`config.mk`:
```
export PLATFORM = sky130hd
export DESIGN_NAME = muldiv_seq_ctrl
export DESIGN_NICKNAME = d
export VERILOG_FILES = /design/src/rtl/mips_pkg.sv /design/src/rtl/muldiv_iter_core.sv /design/src/rtl/muldiv_seq_ctrl.sv
export SDC_FILE = /design/constraint.sdc
export NUM_CORES = 1
export LEC_CHECK = 0
export CAP_MARGIN = 20
export CORE_ASPECT_RATIO = 0.75
export CORE_MARGIN = 3
export CORE_UTILIZATION = 39
export DETAILED_ROUTE_END_ITERATION = 16
export GPL_ROUTABILITY_DRIVEN = 0
export PLACE_DENSITY = 0.53
export SYNTH_ARGS = -nofsm -noshare
export SYNTH_HDL_FRONTEND = slang
export SYNTH_HIERARCHICAL = 1
export SYNTH_SLANG_ARGS = --single-unit
```
`constraint.sdc`:
```
create_clock -name CLK -period 3.57 [get_ports CLK]
set_input_delay 0.5355 -clock CLK [delete_from_list [all_inputs] [get_ports CLK]]
set_output_delay 0.5355 -clock CLK [all_outputs]
set_load 0.005 [all_outputs]
```
`src/rtl/mips_pkg.sv`:
```
// Shared encodings for the multiply/divide sequencer: op types, FSM states and the divide-by-zero LO value.
package mips_pkg;

    typedef enum logic [1:0] {
        OP_MULTU = 2'b00,
        OP_MULT  = 2'b01,
        OP_DIVU  = 2'b10,
        OP_DIV   = 2'b11
    } op_type_e;

    typedef enum logic [2:0] {
        S_IDLE = 3'd0,
        S_MUL  = 3'd1,
        S_DIV  = 3'd2,
        S_FIX  = 3'd3,
        S_DONE = 3'd4
    } state_e;

    localparam int unsigned MAX_W = 64;

    // LO result for any divide by zero; sliced to the datapath width at the use site.
    localparam logic [MAX_W-1:0] DIV_ZERO_LO = '1;

endpackage

```
`src/rtl/muldiv_iter_core.sv`:
```
// Iterative datapath: one shift-add multiply step or one restoring-divide step per enabled cycle,
// operating on operand magnitudes.
module muldiv_iter_core #(
    parameter int DATA_W = 32
) (
    input  logic              clk_i,
    input  logic              rst_ni,
    input  logic              load_i,
    input  logic              step_i,
    input  logic              is_div_i,
    input  logic [DATA_W-1:0] a_mag_i,
    input  logic [DATA_W-1:0] b_mag_i,
    output logic [DATA_W-1:0] hi_o,
    output logic [DATA_W-1:0] lo_o
);

    logic [DATA_W-1:0] acc_hi_q, acc_hi_d;
    logic [DATA_W-1:0] acc_lo_q, acc_lo_d;
    logic [DATA_W-1:0] opb_q;
    logic [DATA_W:0]   mul_sum;
    logic [DATA_W:0]   div_shift;
    logic              div_ge;
    logic [DATA_W-1:0] div_diff;

    always_comb begin
        // NOTE: every combinational output is defaulted first so no path can infer a latch.
        acc_hi_d  = acc_hi_q;
        acc_lo_d  = acc_lo_q;
        mul_sum   = {1'b0, acc_hi_q} + {1'b0, {DATA_W{acc_lo_q[0]}} & opb_q};
        div_shift = {acc_hi_q, acc_lo_q[DATA_W-1]};
        div_ge    = div_shift >= {1'b0, opb_q};
        div_diff  = div_shift[DATA_W-1:0] - opb_q;

        if (load_i) begin
            acc_hi_d = '0;
            acc_lo_d = a_mag_i;
        end else if (step_i) begin
            if (is_div_i) begin
                // Remainder shifts in the next dividend bit; quotient bit enters LO from the right.
                acc_hi_d = div_ge ? div_diff : div_shift[DATA_W-1:0];
                acc_lo_d = {acc_lo_q[DATA_W-2:0], div_ge};
            end else begin
                acc_hi_d = mul_sum[DATA_W:1];
                acc_lo_d = {mul_sum[0], acc_lo_q[DATA_W-1:1]};
            end
        end
    end

    always_ff @(posedge clk_i) begin
        if (!rst_ni) begin
            // NOTE: the datapath is reset too, so an aborted op never leaves stale partial results visible.
            acc_hi_q <= '0;
            acc_lo_q <= '0;
            opb_q    <= '0;
        end else begin
            // NOTE: sequential state uses <= so every register samples pre-edge values.
            acc_hi_q <= acc_hi_d;
            acc_lo_q <= acc_lo_d;
            if (load_i) begin
                opb_q <= b_mag_i;
            end
        end
    end

    assign hi_o = acc_hi_q;
    assign lo_o = acc_lo_q;

endmodule

```
`src/rtl/muldiv_seq_ctrl.sv`:
```
// MULT/MULTU/DIV/DIVU sequencer owning HI/LO and the pipeline stall.
// Define FAST_MUL_EN for a single-cycle '*' multiply; the divide path stays iterative.
module muldiv_seq_ctrl
    import mips_pkg::*;
#(
    parameter int DATA_W = 32,
    parameter int CNT_W  = 6
) (
    input  logic              CLK,
    input  logic              RST,
    input  logic              Op_Start,
    input  logic [1:0]        Op_Type,
    input  logic [DATA_W-1:0] Op_A,
    input  logic [DATA_W-1:0] Op_B,
    input  logic              HiLo_Rd_Req,
    input  logic              Wr_Hi,
    input  logic              Wr_Lo,
    output logic              Busy,
    output logic              Stall_Pipe,
    output logic              HiLo_WE,
    output logic              Div_By_Zero,
    output logic [DATA_W-1:0] Hi_Out,
    output logic [DATA_W-1:0] Lo_Out
);

    localparam logic [CNT_W-1:0] LAST_ITER = CNT_W'(DATA_W - 1);

    state_e            state_q;
    logic [CNT_W-1:0]  cnt_q;
    logic              is_div_q, neg_q, neg_rem_q, dbz_q;
    logic [DATA_W-1:0] op_a_q;
    logic [DATA_W-1:0] res_hi_q, res_lo_q;
    logic [DATA_W-1:0] hi_q, lo_q;
    logic              hilo_we_q, dbz_pulse_q;

    op_type_e          op_type;
    logic              is_div_op, is_signed_op, a_neg, b_neg, accept;
    logic [DATA_W-1:0] a_mag, b_mag;
    logic [DATA_W-1:0] core_hi, core_lo;
    logic [DATA_W-1:0] fix_hi_d, fix_lo_d;
    logic [2*DATA_W-1:0] prod_neg;

    assign op_type      = op_type_e'(Op_Type);
    assign is_div_op    = (op_type == OP_DIVU) || (op_type == OP_DIV);
    assign is_signed_op = (op_type == OP_MULT) || (op_type == OP_DIV);
    assign a_neg        = is_signed_op & Op_A[DATA_W-1];
    assign b_neg        = is_signed_op & Op_B[DATA_W-1];
    assign a_mag        = a_neg ? ('0 - Op_A) : Op_A;
    assign b_mag        = b_neg ? ('0 - Op_B) : Op_B;
    assign accept       = (state_q == S_IDLE) & Op_Start;

    muldiv_iter_core #(.DATA_W(DATA_W)) u_core (
        .clk_i    (CLK),
        .rst_ni   (RST),
        .load_i   (accept),
        .step_i   ((state_q == S_MUL) || (state_q == S_DIV)),
        .is_div_i (state_q == S_DIV),
        .a_mag_i  (a_mag),
        .b_mag_i  (b_mag),
        .hi_o     (core_hi),
        .lo_o     (core_lo)
    );

`ifdef FAST_MUL_EN
    logic                signed_q;
    logic [DATA_W-1:0]   op_b_q;
    logic [2*DATA_W-1:0] ext_a, ext_b, fast_prod;

    // Low 2*DATA_W bits of a product of sign/zero-extended operands are correct for both signednesses.
    assign ext_a     = {{DATA_W{signed_q & op_a_q[DATA_W-1]}}, op_a_q};
    assign ext_b     = {{DATA_W{signed_q & op_b_q[DATA_W-1]}}, op_b_q};
    assign fast_prod = ext_a * ext_b;
`endif

    assign prod_neg = '0 - {core_hi, core_lo};

    always_comb begin
        fix_hi_d = core_hi;
        fix_lo_d = core_lo;
        if (dbz_q) begin
            fix_hi_d = op_a_q;
            fix_lo_d = DIV_ZERO_LO[DATA_W-1:0];
        end else if (is_div_q) begin
            // Truncating division: quotient sign from the XOR, remainder follows the dividend.
            if (neg_q)     fix_lo_d = '0 - core_lo;
            if (neg_rem_q) fix_hi_d = '0 - core_hi;
        end else if (neg_q) begin
            {fix_hi_d, fix_lo_d} = prod_neg;
        end
    end

    always_ff @(posedge CLK) begin
        if (!RST) begin
            state_q     <= S_IDLE;
            cnt_q       <= '0;
            is_div_q    <= 1'b0;
            neg_q       <= 1'b0;
            neg_rem_q   <= 1'b0;
            dbz_q       <= 1'b0;
            op_a_q      <= '0;
            res_hi_q    <= '0;
            res_lo_q    <= '0;
            hi_q        <= '0;
            lo_q        <= '0;
            hilo_we_q   <= 1'b0;
            dbz_pulse_q <= 1'b0;
`ifdef FAST_MUL_EN
            signed_q    <= 1'b0;
            op_b_q      <= '0;
`endif
        end else begin
            hilo_we_q   <= 1'b0;
            dbz_pulse_q <= 1'b0;
            case (state_q)
                S_IDLE: begin
                    if (Op_Start) begin
                        state_q   <= is_div_op ? S_DIV : S_MUL;
                        cnt_q     <= '0;
                        is_div_q  <= is_div_op;
                        neg_q     <= a_neg ^ b_neg;
                        neg_rem_q <= a_neg;
                        dbz_q     <= is_div_op && (Op_B == '0);
                        op_a_q    <= Op_A;
`ifdef FAST_MUL_EN
                        signed_q  <= is_signed_op;
                        op_b_q    <= Op_B;
`endif
                    end else begin
                        if (Wr_Hi) hi_q <= Op_A;
                        if (Wr_Lo) lo_q <= Op_A;
                    end
                end
`ifdef FAST_MUL_EN
                S_MUL: begin
                    res_hi_q  <= fast_prod[2*DATA_W-1:DATA_W];
                    res_lo_q  <= fast_prod[DATA_W-1:0];
                    hilo_we_q <= 1'b1;
                    state_q   <= S_DONE;
                end
`else
                S_MUL: begin
                    if (cnt_q == LAST_ITER) begin
                        cnt_q   <= '0;
                        state_q <= S_FIX;
                    end else begin
                        cnt_q <= cnt_q + 1'b1;
                    end
                end
`endif
                S_DIV: begin
                    if (cnt_q == LAST_ITER) begin
                        cnt_q   <= '0;
                        state_q <= S_FIX;
                    end else begin
                        cnt_q <= cnt_q + 1'b1;
                    end
                end
                S_FIX: begin
                    res_hi_q    <= fix_hi_d;
                    res_lo_q    <= fix_lo_d;
                    hilo_we_q   <= 1'b1;
                    dbz_pulse_q <= dbz_q;
                    state_q     <= S_DONE;
                end
                S_DONE: begin
                    hi_q    <= res_hi_q;
                    lo_q    <= res_lo_q;
                    state_q <= S_IDLE;
                end
                default: state_q <= S_IDLE;
            endcase
        end
    end

    assign Busy        = (state_q != S_IDLE);
    assign Stall_Pipe  = Busy & (HiLo_Rd_Req | Op_Start | Wr_Hi | Wr_Lo);
    assign HiLo_WE     = hilo_we_q;
    assign Div_By_Zero = dbz_pulse_q;
    assign Hi_Out      = hi_q;
    assign Lo_Out      = lo_q;

endmodule

```
==> results.ini, run 1 <==
[yosys]
synth-seq-area-share_pct = 29.1
yosys_warnings = 6
synth.avg_cell_area_um2 = 7.60
synth_area_um2 = 18600
synth_top_flop_cell = dfxtp_1
synth_seq_cells = 271
ys_types = 85
syn_nets = 2594
synth-edff-count = 0
synth-async-reset-ratio_pct = 0
synthCells = 2451

[global_route]
antenna_found_initial = 2
grt_pass1_wl_um = 109000
grt_pass1_vias = 17801
gr-total-overflow = 0
grt.total_usage_pct = 27.6
grt_max_degree = 98

[clock_tree]
numCtsBuffers = 31
h-tree-depth = 1
cts.sinks = 271
clockBufferDepth = 3
cts_tree = built
clkTransAtPathRegs_ns = 0.07
holdBufCountCts = 0
worstSkewPairLatency_ns = 0.59
cts_root_buffer = clkbuf_16

[worst_setup_path]
critPathLaunchType = register
reg2reg_from = u_core/opb_q[10]$_SDFFE_PN0P_
worst-path-max-fanout = 15
crit_top_cell = buf_12
path_cells = inv_1 > ha_1 > and3_1 > nand4_1 > nor4_1 > buf_4 > nand3_1 > and3b_1 > a21oi_4 > buf_12 > buf_12 > mux2i_1 > a21oi_1 > a21o_1
cp_data_required_time_ns = 4.06
cp_slowest_stage_delay_ns = 0.39
rrSetupSlack_ns = 0.18
crit_path_start = u_core/opb_q[10]$_SDFFE_PN0P_
r2r_cells = 14
cp_slowest_cell = ha_1
crit_type = reg2reg
critical_path.endpoint = u_core/hi_o[5]$_SDFFE_PP0P_
critPathCaptureType = register
timing.rr.end = u_core/hi_o[5]$_SDFFE_PP0P_
worstPathArrival_ns = 3.88

[timing]
finalClockSkew_ns = 0.0146
max_freq_mhz = 295
fin_crit_sh_pct = 95.0
rsz0062_at_grt = false
setup_tns_ns = 0
final-setup-viol-count = 0
fin_hold_ws_ns = 0.398
min_period_ns = 3.39
relSlewSlack_pct = 35.6
worst_pin_slew_ns = 0.966
hold_viol = 0
slew_violations = 0

[min_path]
min_path_type = in2reg
hold_depth = 2

[die]
initial_core_util_pct = 39.9
die_h_um = 195
core_area_um2 = 46600
core.rowCount = 68
die_x_um = 258
boundaryPins = 140
die_area_um2 = 50400

[route]
viasPerCell = 5.98
firstDrtPassIters = 8
wl_um = 72700
wl_per_cell_um = 22.5
first_iter_violations = 2159
drtAntennaViolNets = 0
dr_total_vias = 19359
drcViolationCount = 0

[layout]
stdcell_count = 3238
mostFrequentLayoutCells = a21oi_1, dfxtp_1, nand2_1
fillers = 4673
drive_gt1_share_pct = 8.09
final_common_cell = a21oi_1
finish.utilization_pct = 48.0
antenna_cells = 0
finish.net_count = 2728
syn2layout_area_growth_pct = 20.1

[placement]
dp_cells = 3182
io_buffers = 139
post-dp-hpwl_um = 54500

[outcome]
outcome = finished clean

[pwr]
p_leak_uw = 0.00892
peakVddDrop_v = 0.000378
design_power_total_uw = 10500
p_per_area_nw_per_um2 = 469

[flow_run]
drv_cap = 0

## worst min-delay path by stage
stage,start,slack (ns),end
after floorplan,res_hi_q[1]$_SDFFE_PN0P_,0.42,res_hi_q[1]$_SDFFE_PN0P_
after global placement,op_a_q[30]$_SDFFE_PN0P_,0.44,op_a_q[30]$_SDFFE_PN0P_
after detailed placement,op_a_q[30]$_SDFFE_PN0P_,0.44,op_a_q[30]$_SDFFE_PN0P_
after CTS,RST,0.38,u_core/opb_q[25]$_SDFFE_PN0P_
after global routing,RST,0.40,u_core/opb_q[25]$_SDFFE_PN0P_
final,RST,0.40,u_core/opb_q[25]$_SDFFE_PN0P_
## timing repair
| item | CTS | global route |
|---|---|---|
| resized for setup | 0 | 2 |
| endpoints found under the setup margin | 0 | 4 |
| setup buffers | 0 | 0 |
## worst max-delay path: cells and delay by family (launching register included)
family / cells / cell delay [ns]
AND/OR/NAND/NOR: 5 / 1.14
multiplexers: 1 / 0.24
flip-flops: 1 / 0.38
AO/OA/AOI/OAI: 3 / 0.57
buffers and inverters: 4 / 0.57
adder cells (fa/ha/maj): 1 / 0.39
## stage by stage
stage	cell area [um^2]	setup WS, ns
detailed placement	21200	0.0199
global route	22400	0.00333
CTS	22400	0.0415
global placement	21200	0.0952
finish	22400	0.179
floorplan	18600	0.489
## Yosys cell counts (8+ instances only)
cell	number	area, um^2
nand2_1	201	754
xnor2_1	85	744
or4_1	21	158
o31ai_1	28	210
nand4_1	17	106
or3_1	19	119
and3_1	21	131
nor3b_1	10	75.1
clkbuf_1	139	522
nand3b_1	8	60.1
o21ai_1	10	50.1
a21o_1	42	315
o41ai_1	12	105
a311oi_1	10	87.6
inv_1	72	270
a21oi_1	333	1670
o21a_1	12	90.1
o211ai_1	14	105
nand2b_1	14	87.6
o21ai_0	194	971
nand3_1	38	190
o22ai_1	24	150
buf_2	11	55.1
a31oi_1	35	219
nor2b_1	76	475
mux2i_1	84	841
ha_1	69	863
nor4_1	41	257
and2_1	74	463
dfxtp_1	271	5430
a22oi_1	9	67.6
a211oi_1	42	315
nor2_1	161	604
xor2_1	80	701
nor3_1	50	250
## cell families (layout without fill, tap and decap cells)
group	count (synthesis)	in the layout	share of synthesized area, %
compound gates	841	841	27.2
mux	89	89	4.82
buf+inv	235	392	4.94
simple gates	779	779	21.3
flops	271	271	29.1
xor+xnor	165	165	7.76
fa+ha+maj	71	71	4.85
## sequential cells by signal (all words and copies together) (netlist names), 3 cells and up
name and count:
Lo_Out 32, u_core/opb_q 32, res_hi_q 32, u_core/lo_o 32
Hi_Out 32, state_q 3, op_a_q 32, res_lo_q 32
u_core/hi_o 32, cnt_q 6
## metal layers
metal | track usage (%) | share of wire, % | up-vias
met3 | 7.73 | 9.9 | 74
li1 | - | - | 9139
met2 | 37.9 | 40 | 838
met4 | 4.90 | 1.5 | 4
met5 | 2.68 | 0.25 | -
met1 | 42.4 | 49 | 9304
## report_power, final
group | switching [uW] | internal (uW)
Sequential | 209 | 3220
Clock | 1420 | 2350
Combinational | 1970 | 1300
Total | 3610 | 6880
## area by class of cell
class | instances | area [um^2] | share of cell area (%)
multi-input combinational | 1945 | 12300 | 55.0
sequential | 271 | 5430 | 24.3
timing repair buffer | 263 | 2380 | 10.7
clock buffer | 36 | 815 | 3.64
tap | 630 | 788 | 3.52
clock inverter | 20 | 367 | 1.64
inverter | 73 | 277 | 1.24
(Power assumes the default switching activity.)
==> inputs of run 2 (changes only) <==
--- a/config.mk
+++ b/config.mk
@@ -11,6 +11,7 @@
 export CORE_UTILIZATION = 39
 export DETAILED_ROUTE_END_ITERATION = 16
 export GPL_ROUTABILITY_DRIVEN = 0
+export HOLD_SLACK_MARGIN = 0.02
 export PLACE_DENSITY = 0.53
 export SYNTH_ARGS = -nofsm -noshare
 export SYNTH_HDL_FRONTEND = slang
==> constraint.sdc (replaced) <==
create_clock -name CLK -period 3.57 [get_ports CLK]
set_input_delay 0.5355 -clock CLK [delete_from_list [all_inputs] [get_ports CLK]]
set_output_delay 0.5355 -clock CLK [all_outputs]
set_load 0.1 [all_outputs]
==> run 2 against run 1 <==
  * Die area unchanged
  * Non-clock buffer count unchanged
  * Hold slack improved by 0.018 ns
  * Combinational power increased by 13%
  * Total power increased by 1.3%
  * Design area decreased by 0.35%
  * Clock skew increased by 0.0054 ns
  * Critical path depth decreased by 2
  * Global-route usage increased by 0.064 points
  * Critical path type unchanged
  * Utilization decreased by 0.17 points
==> results.ini, run 2 (synthesized netlist as in run 1, its figures left out) <==
[layout]
finish.net_count = 2728  ; unchanged
fillers = 4664  ; was 4,673
drive_gt1_share_pct = 8.36  ; was 8.09%
mostFrequentLayoutCells = a21oi_1, dfxtp_1, nand2_1  ; unchanged
syn2layout_area_growth_pct = 19.7  ; was 20.1%
antenna_cells = 0  ; unchanged
final_common_cell = a21oi_1  ; unchanged
finish.instance_area_um2 = 22300  ; was 22,400 um^2

[worst_setup_path]
crit_type = reg2reg  ; unchanged
cp_slowest_cell = dfxtp_1  ; was ha_1
worst-path-max-fanout = 15  ; unchanged
reg2reg_from = u_core/hi_o[26]$_SDFFE_PP0P_  ; was u_core/opb_q[10]$_SDFFE_PN0P_
crit_path_start = u_core/hi_o[26]$_SDFFE_PP0P_  ; was u_core/opb_q[10]$_SDFFE_PN0P_
critPathCaptureType = register  ; unchanged
critPathLaunchType = register  ; unchanged
cp_top_family = simple AND/OR/NAND/NOR gates  ; unchanged
cp_num_buf_inv = 2  ; was 4
worstPathArrival_ns = 3.88  ; about the same
crit_top_cell = buf_12  ; unchanged
cp_slowest_stage_delay_ns = 0.59  ; was 0.39 ns
path_cells = ha_1 > nand2_1 > nor2_1 > and2_1 > nor3b_1 > nand3_2 > a21oi_4 > buf_12 > buf_12 > mux2i_1 > a21oi_1 > a21o_1  ; was inv_1 > ha_1 > and3_1 > nand4_1 > nor4_1 > buf_4 > nand3_1 > and3b_1 > a21oi_4 > buf_12 > buf_12 > mux2i_1 > a21oi_1 > a21o_1
cp_data_required_time_ns = 4.05  ; was 4.06 ns

[die]
boundaryPins = 140  ; unchanged
die_area_um2 = 50400  ; unchanged
die_h_um = 195  ; unchanged
initial_core_util_pct = 39.9  ; unchanged
die_x_um = 258  ; unchanged
core.rowCount = 68  ; unchanged
core_area_um2 = 46600  ; unchanged

[route]
drcViolationCount = 0  ; unchanged
dr_total_vias = 19442  ; was 19,359
wl_per_cell_um = 22.4  ; was 22.5 um
first_iter_violations = 2330  ; was 2,159
firstDrtPassIters = 5  ; was 8
viasPerCell = 6.00  ; was 5.98
wl_um = 72600  ; was 72,700 um
drtAntennaViolNets = 0  ; unchanged

[timing]
finalClockSkew_ns = 0.0201  ; was 0.0146 ns
hold_viol = 0  ; unchanged
slew_violations = 0  ; unchanged
relSlewSlack_pct = 26.0  ; was 35.6%
fin_crit_sh_pct = 95.4  ; was 95.0%
rsz0062_at_grt = false  ; unchanged
setup_tns_ns = 0  ; unchanged
final-setup-viol-count = 0  ; unchanged
max_freq_mhz = 294  ; was 295 MHz
min_period_ns = 3.40  ; was 3.39 ns
worst_pin_slew_ns = 1.11  ; was 0.966 ns

[pwr]
p_per_area_nw_per_um2 = 476  ; was 469 nW/um^2
p_leak_uw = 0.00889  ; was 0.00892 uW
design_power_total_uw = 10600  ; was 10,500 uW
peakVddDrop_v = 0.000356  ; was 0.000378 V

[min_path]
min_path_type = in2reg  ; unchanged
hold_start = RST  ; unchanged

[clock_tree]
worstSkewPairLatency_ns = 0.59  ; about the same
clkTransAtPathRegs_ns = 0.07  ; about the same
holdBufCountCts = 0  ; unchanged
h-tree-depth = 1  ; unchanged
numCtsBuffers = 31  ; unchanged
clockBufferDepth = 3  ; unchanged
cts.sinks = 271  ; unchanged
cts_root_buffer = clkbuf_16  ; unchanged
cts_tree = built  ; unchanged

[global_route]
antenna_found_initial = 1  ; was 2
grt.total_usage_pct = 27.7  ; was 27.6%
grt_pass1_wl_um = 110000  ; was 109,000 um
gr-total-overflow = 0  ; unchanged
grt_pass1_vias = 17759  ; was 17,801
grt_max_degree = 98  ; unchanged

[placement]
dpl-instance-area_um2 = 21200  ; about the same
io_buffers = 139  ; unchanged
post-dp-hpwl_um = 54600  ; was 54,500 um

[flow_run]
drv_cap = 0  ; unchanged

[outcome]
outcome = finished clean  ; unchanged

-- run 2: timing repair --
item	in CTS	in global routing
endpoints found under the setup margin	0	5
setup buffers	0	1
resized for setup	0	3
-- run 2: area by class of cell --
class / instances / area [um^2] / share of cell area (%)
timing repair buffer: 263 / 2380 / 10.7
inverter: 73 / 277 / 1.24
clock buffer: 37 / 858 / 3.85
sequential: 271 / 5430 / 24.3
clock inverter: 20 / 243 / 1.09
multi-input combinational: 1945 / 12300 / 55.3
tap: 630 / 788 / 3.54
-- run 2: report_power, final --
part	switching, uW	internal (uW)	leakage (uW)
Combinational	2400	1300	0.00614
Clock	1420	2070	0.000541
Sequential	210	3220	0.00221
-- run 2: per-stage QoR --
stage	std cells	setup WS, ns	utilization (%)	hold WS [ns]
2_1_floorplan	2451	0.489	-	0.425
3_3_place_gp	3181	0.0922	45.4	0.440
3_5_place_dp	3181	0.0525	45.4	0.445
4_1_cts	3238	0.168	47.8	0.390
5_1_grt	3239	0.0164	47.8	0.407
6_report	3239	0.165	47.8	0.416
-- run 2: path summary, 6_finish.rpt --
path / endpoint / slack [ns] / cells past startpoint
max: u_core/hi_o[12]$_SDFFE_PP0P_ / 0.17 / 12
min: u_core/opb_q[28]$_SDFFE_PN0P_ / 0.42 / 2
max reg2reg: u_core/hi_o[12]$_SDFFE_PP0P_ / 0.17 / 12
min reg2reg: op_a_q[16]$_SDFFE_PN0P_ / 0.45 / 2
-- run 2: per-layer routing --
layer / track usage (%) / up-vias / wire (um)
met2: 37.2 / 895 / 28400
met4: 5.32 / 0 / 1250
met5: 0 / - / 0
li1: - / 9178 / -
met1: 43.0 / 9286 / 35200
met3: 8.04 / 83 / 7760
